File: src/rtl/pc_sequencer.sv
// ----------------------------------------------------------------------------
// pc_sequencer
//   Next-PC controller for the single-issue MIPS core. Owns the PC register and
//   each cycle selects the sequential, branch, jump (J/JAL) or register (JR)
//   target. Every taken redirect is followed by one bubble cycle that squashes
//   the slot fetched from the new target.
//
//   Optional feature macro: MISALIGN_TRAP_EN
//     defined   : JR to a non word-aligned address loads TRAP_VECTOR instead and
//                 pulses misalign_trap for that cycle.
//     undefined : the low two bits of the JR target are forced to 00 and
//                 misalign_trap is tied low.
//
// Ports
//   clk             rising-edge clock
//   reset           synchronous, active-high reset
//   stall           hold pc (hazard unit)
//   jump            J/JAL decoded
//   jump_reg        JR decoded
//   branch          BEQ/BNE decoded
//   branch_ne       1 = BNE, 0 = BEQ
//   alu_zero        ALU zero flag for the branch compare
//   instr_index     J-type target field
//   branch_offset   I-type immediate (signed word offset)
//   reg_target      rs value for JR
//   pc              current fetch address
//   pc_plus4        pc + 4 (combinational)
//   fetch_valid     instruction at pc is to be executed
//   flush           one-cycle pulse squashing the slot after a redirect
//   misalign_trap   one-cycle pulse on a misaligned JR
//   redirect_count  taken redirects since reset, saturating
// ----------------------------------------------------------------------------
module pc_sequencer #(
    parameter logic [31:0] RESET_PC    = 32'h0000_0000,
    parameter logic [31:0] TRAP_VECTOR = 32'h0000_0080,
    parameter int          CNT_W       = 16
) (
    input  logic             clk,
    input  logic             reset,
    input  logic             stall,
    input  logic             jump,
    input  logic             jump_reg,
    input  logic             branch,
    input  logic             branch_ne,
    input  logic             alu_zero,
    input  logic [25:0]      instr_index,
    input  logic [15:0]      branch_offset,
    input  logic [31:0]      reg_target,
    output logic [31:0]      pc,
    output logic [31:0]      pc_plus4,
    output logic             fetch_valid,
    output logic             flush,
    output logic             misalign_trap,
    output logic [CNT_W-1:0] redirect_count
);

`ifdef MISALIGN_TRAP_EN
    localparam bit TRAP_EN = 1'b1;
`else
    localparam bit TRAP_EN = 1'b0;
`endif

    typedef enum logic [1:0] {
        ST_BOOT   = 2'd0,
        ST_RUN    = 2'd1,
        ST_HOLD   = 2'd2,
        ST_BUBBLE = 2'd3
    } state_e;

    state_e           state_q, state_d;
    logic [31:0]      pc_q, pc_d;
    logic [CNT_W-1:0] cnt_q, cnt_d;

    logic [31:0] branch_target;
    logic [31:0] jump_target;
    logic [31:0] target;
    logic        branch_taken;
    logic        redirect;

    // NOTE: state registers use non-blocking assignments so every flop samples
    // the values computed before the edge, regardless of statement order.
    always_ff @(posedge clk) begin
        if (reset) begin
            state_q <= ST_BOOT;
            pc_q    <= RESET_PC;
            cnt_q   <= '0;
        end else begin
            state_q <= state_d;
            pc_q    <= pc_d;
            cnt_q   <= cnt_d;
        end
    end

    // NOTE: every signal written here gets a default first, so no path through
    // the case statement can leave one unassigned and infer a latch.
    always_comb begin
        pc_plus4      = pc_q + 32'd4;
        branch_taken  = branch & (alu_zero ^ branch_ne);
        branch_target = pc_plus4 + {{14{branch_offset[15]}}, branch_offset, 2'b00};
        jump_target   = {pc_plus4[31:28], instr_index, 2'b00};

        state_d       = state_q;
        pc_d          = pc_q;
        cnt_d         = cnt_q;
        target        = pc_plus4;
        redirect      = 1'b0;
        fetch_valid   = 1'b0;
        flush         = 1'b0;
        misalign_trap = 1'b0;

        case (state_q)
            ST_BOOT: begin
                state_d = ST_RUN;
            end

            ST_RUN: begin
                fetch_valid = 1'b1;
                // A stall outranks any control transfer; it is re-evaluated
                // against the same pc once the stall releases.
                if (stall) begin
                    state_d = ST_HOLD;
                end else if (jump_reg) begin
                    redirect = 1'b1;
                    if (TRAP_EN && (reg_target[1:0] != 2'b00)) begin
                        target        = TRAP_VECTOR;
                        misalign_trap = 1'b1;
                    end else begin
                        target = {reg_target[31:2], 2'b00};
                    end
                end else if (jump) begin
                    redirect = 1'b1;
                    target   = jump_target;
                end else if (branch_taken) begin
                    redirect = 1'b1;
                    target   = branch_target;
                end else begin
                    pc_d = pc_plus4;
                end

                // A target equal to the current pc still counts as a redirect.
                if (redirect) begin
                    pc_d    = target;
                    state_d = ST_BUBBLE;
                    if (cnt_q != '1) begin
                        cnt_d = cnt_q + 1'b1;
                    end
                end
            end

            ST_HOLD: begin
                fetch_valid = 1'b1;
                if (!stall) begin
                    state_d = ST_RUN;
                end
            end

            ST_BUBBLE: begin
                // The slot at the new target is squashed; execution resumes at
                // target + 4. Stall and decode controls are ignored here.
                flush   = 1'b1;
                pc_d    = pc_plus4;
                state_d = ST_RUN;
            end

            default: begin
                state_d = ST_BOOT;
            end
        endcase
    end

    assign pc             = pc_q;
    assign redirect_count = cnt_q;

endmodule

File: config.mk
export PLATFORM = sky130hd
export DESIGN_NAME = pc_sequencer
export DESIGN_NICKNAME = d
export VERILOG_FILES = /design/src/rtl/pc_sequencer.sv
export SDC_FILE = /design/constraint.sdc
export NUM_CORES = 1
export LEC_CHECK = 0
export BUFFER_PORTS_ARGS = -buffer_cell sky130_fd_sc_hd__buf_2
export CAP_MARGIN = 20
export CORE_MARGIN = 2
export CORE_UTILIZATION = 53
export DETAILED_ROUTE_END_ITERATION = 8
export GPL_ROUTABILITY_DRIVEN = 0
export PLACE_DENSITY = 0.9
export SYNTH_ARGS = -nofsm -noshare
export SYNTH_HDL_FRONTEND = slang
export SYNTH_SLANG_ARGS = --single-unit
File: constraint.sdc
create_clock -name clk -period 4.6 [get_ports clk]
set_input_delay 0.46 -clock clk [delete_from_list [all_inputs] [get_ports clk]]
set_output_delay 0.46 -clock clk [all_outputs]
set_load 0.02 [all_outputs]
==> impl_metrics.ini <==
[finish]
antenna_cells = 0
drive_above_1_share_pct = 23.39
final_util_pct = 64.48
final_cells = 988
fin_nets = 978
area_delta_synth_final_pct = 17.63

[setup_path]
max_stage_delay_ps = 460
crit_type = reg2reg
critPathLaunchType = register
path_max_fanout = 10
cpMaxStageDelayCell = dfxtp_1
cp.arrival_ps = 4280
crit_path_end_kind = register
critPathMostFrequentCell = xor2_1
required_ps = 4850
crit_chain = and4_1 -> nand2_1 -> nor4_1 -> xor2_1 -> ha_1 -> a21oi_2 -> o211ai_1 -> a2111o_1 -> or2_0 -> o221a_1 -> xor2_1 -> a32o_1 -> nor2_1

[sta]
slew_headroom_pct = 40.34
setup_viol = 0
rsz0062_at_grt = no
max_slew.worst_pin.slew_ps = 894.0
finalMaxSlewViolations = 0
hold_viol = 0
tns_ps = 0
period_share_pct = 87.69
fin_ws_ps = 566.5
fmax_mhz = 247.9
finalCriticalPeriod_ps = 4034
skew_ps = 10.90

[power_and_ir_drop]
ir_drop_uv = 224.6
power.total_mw = 1.555
power_density_mw_per_mm2 = 246.7
p_leak_nw = 2.903

[global_routing]
grt_pass1_wl_um = 28970
grt_remaining_overflow = 0
gr-usage-met1_pct = 41.78
top_usage_layer = met2
grt_use_met3_pct = 5.178
first_global_vias = 5817
grt_max_degree = 41
use_met2_pct = 53.97
track_usage_pct = 32.18
antenna_found_initial = 0

[die]
fp-row-count = 36
die_h_um = 104.5
core-area_sq_mm = 0.009774
initial_core_util_pct = 54.81
fp.dieW_um = 104.5
num_io_pins = 165
die_area_sq_mm = 0.01093

[yosys]
synth_seq_cells = 48
synthTopCellsByArea = dfxtp_1, ha_1, nor2_1, a21oi_1, nand2_1
syn_area_per_cell_sq_um = 7.390
yosysTopAreaCellShare_pct = 17.94
synthArstFlopShare_pct = 0
synth.distinct_cells = 87
syn_inst = 725
yosys_warnings = 0
ys_seq_area_share_pct = 17.94
synth_edf_count = 0
synthFlopType = dfxtp_1
synth.largest_area_cell = dfxtp_1
netlist_area_sq_mm = 0.005358

[cts]
post_cts_resized = 0
cts-buffers-inserted = 5
clk-insertion-delay-late_ps = 310
path_clk_slew_ps = 110
numClockSinks = 48
cts-root-buf = clkbuf_8
cts_hold_buf = 0
clock_path_buffers = 2
cts_setup_buffers = 0
cts_tree = yes
htreeDepth = 2

[placement]
hpwl_um = 13680
pre_cts_slack_ps = 683.6
io_buffers = 157
placedCellCount = 980

[drt]
ant_nets = 0
dr.pass1.iters = 5
drc_errors = 0
drt_iter0_markers = 524
routed_wl_um = 18210
viasPerCell = 6.356
vias = 6280
wl_per_cell_um = 18.44

[status]
outcome = finished clean

[run]
drv_cap = 0

[min_path]
min_path_type = in2reg
## cells in the mapped netlist, types with 4 or more instances
cell / n
and2_1: 6
o21ai_1: 11
o21a_1: 10
a21oi_1: 58
nand2b_1: 6
a21o_1: 10
dfxtp_1: 48
buf_4: 6
a31oi_1: 7
nor4_1: 6
o31a_1: 4
and3_1: 15
nand3_1: 15
o21bai_1: 5
a221o_1: 4
nor3_1: 22
and4_1: 8
xnor2_1: 26
ha_1: 41
nor2_1: 78
a211oi_1: 17
nand4_1: 14
nand2_1: 68
o22ai_1: 6
xor2_1: 27
o311ai_0: 4
or3_1: 8
o221ai_1: 5
clkbuf_1: 27
a22oi_1: 8
inv_1: 23
buf_2: 8
o21ai_0: 36
o211ai_1: 10
## metrics by stage
stage          cell area (sq um)  hold slack, ps
6_report                    6302           454.2
5_1_grt                     6302           477.0
4_1_cts                     6302           457.7
3_5_place_dp                6165           495.4
3_3_place_gp                6165           487.2
2_1_floorplan               5373           510.5
## layout by cell type, fill, tap and decap left out, types with 10 or more instances in the layout
cell type  Yosys  final
o21a_1        10     10
xnor2_1       26     26
a211oi_1      17     17
o211ai_1      10     10
xor2_1        27     27
a21oi_1       58     58
o21ai_0       36     35
nor3_1        22     22
inv_1         23     23
buf_2          8    157
and3_1        15     15
a21o_1        10     10
nand3_1       15     15
nand2_1       68     68
dfxtp_1       48     48
nand4_1       14     14
o21ai_1       11     11
ha_1          41     41
nor2_1        78     78
## final timing paths
kind,start,end,slack [ps],cells past startpoint
hold reg to reg,redirect_count[13],redirect_count[13],510,2
setup reg to reg,pc[4],pc[31],570,13
setup / recovery,pc[4],pc[31],570,13
hold / removal,reg_target[17],pc[17],450,3
## logic make-up (layout without fill, tap and decap cells)
| kind of cell | count (synthesis) | after routing | synth area share [%] |
|---|---|---|---|
| flip-flops | 48 | 48 | 17.94 |
| other | 1 | 5 | 0.06999 |
| multiplexers | 4 | 4 | 0.7707 |
| buffers and inverters | 66 | 192 | 5.231 |
| XOR/XNOR | 54 | 54 | 8.968 |
| adder cells (fa/ha/maj) | 42 | 42 | 9.949 |
| AND/OR/NAND/NOR | 267 | 267 | 25.08 |
| AO/OA/AOI/OAI | 243 | 243 | 31.99 |
## report_power, final
| part | total [mW] | internal, mW | switching, mW |
|---|---|---|---|
| registers | 0.481 | 0.441 | 0.0395 |
| logic | 0.687 | 0.249 | 0.438 |
| clock network | 0.388 | 0.219 | 0.168 |
| total | 1.55 | 0.909 | 0.646 |
## metal layers
| metal | part of all wire (%) | up-vias | routed length (um) |
|---|---|---|---|
| li1 | - | 2952 | - |
| met1 | 40 | 2878 | 7203 |
| met2 | 46 | 389 | 8368 |
| met3 | 11 | 61 | 1926 |
| met4 | 3.9 | 0 | 716 |
| met5 | 0 | - | 0 |
## cell type report
type	count	area, sq um
Multi-Input combinational cell	615	4135
Fill cell	902	3472
Sequential cell	48	960.9
Timing Repair Buffer	161	815.8
Tap cell	133	166.4
Inverter	23	86.33
Clock buffer	5	68.82
Clock inverter	3	68.82
## sequential cells by signal (all words and copies together) (netlist names)
| name | cells |
|---|---|
| state_q | 2 |
| redirect_count | 16 |
| pc | 30 |
## critical path: cells and delay by family (launching register included)
family                   cells  cell delay [ps]
XOR/XNOR                     2              550
AO/OA/AOI/OAI                5             1290
flip-flops                   1              460
adder cells (fa/ha/maj)      1              430
AND/OR/NAND/NOR              5             1230
(Power assumes the default switching activity.)
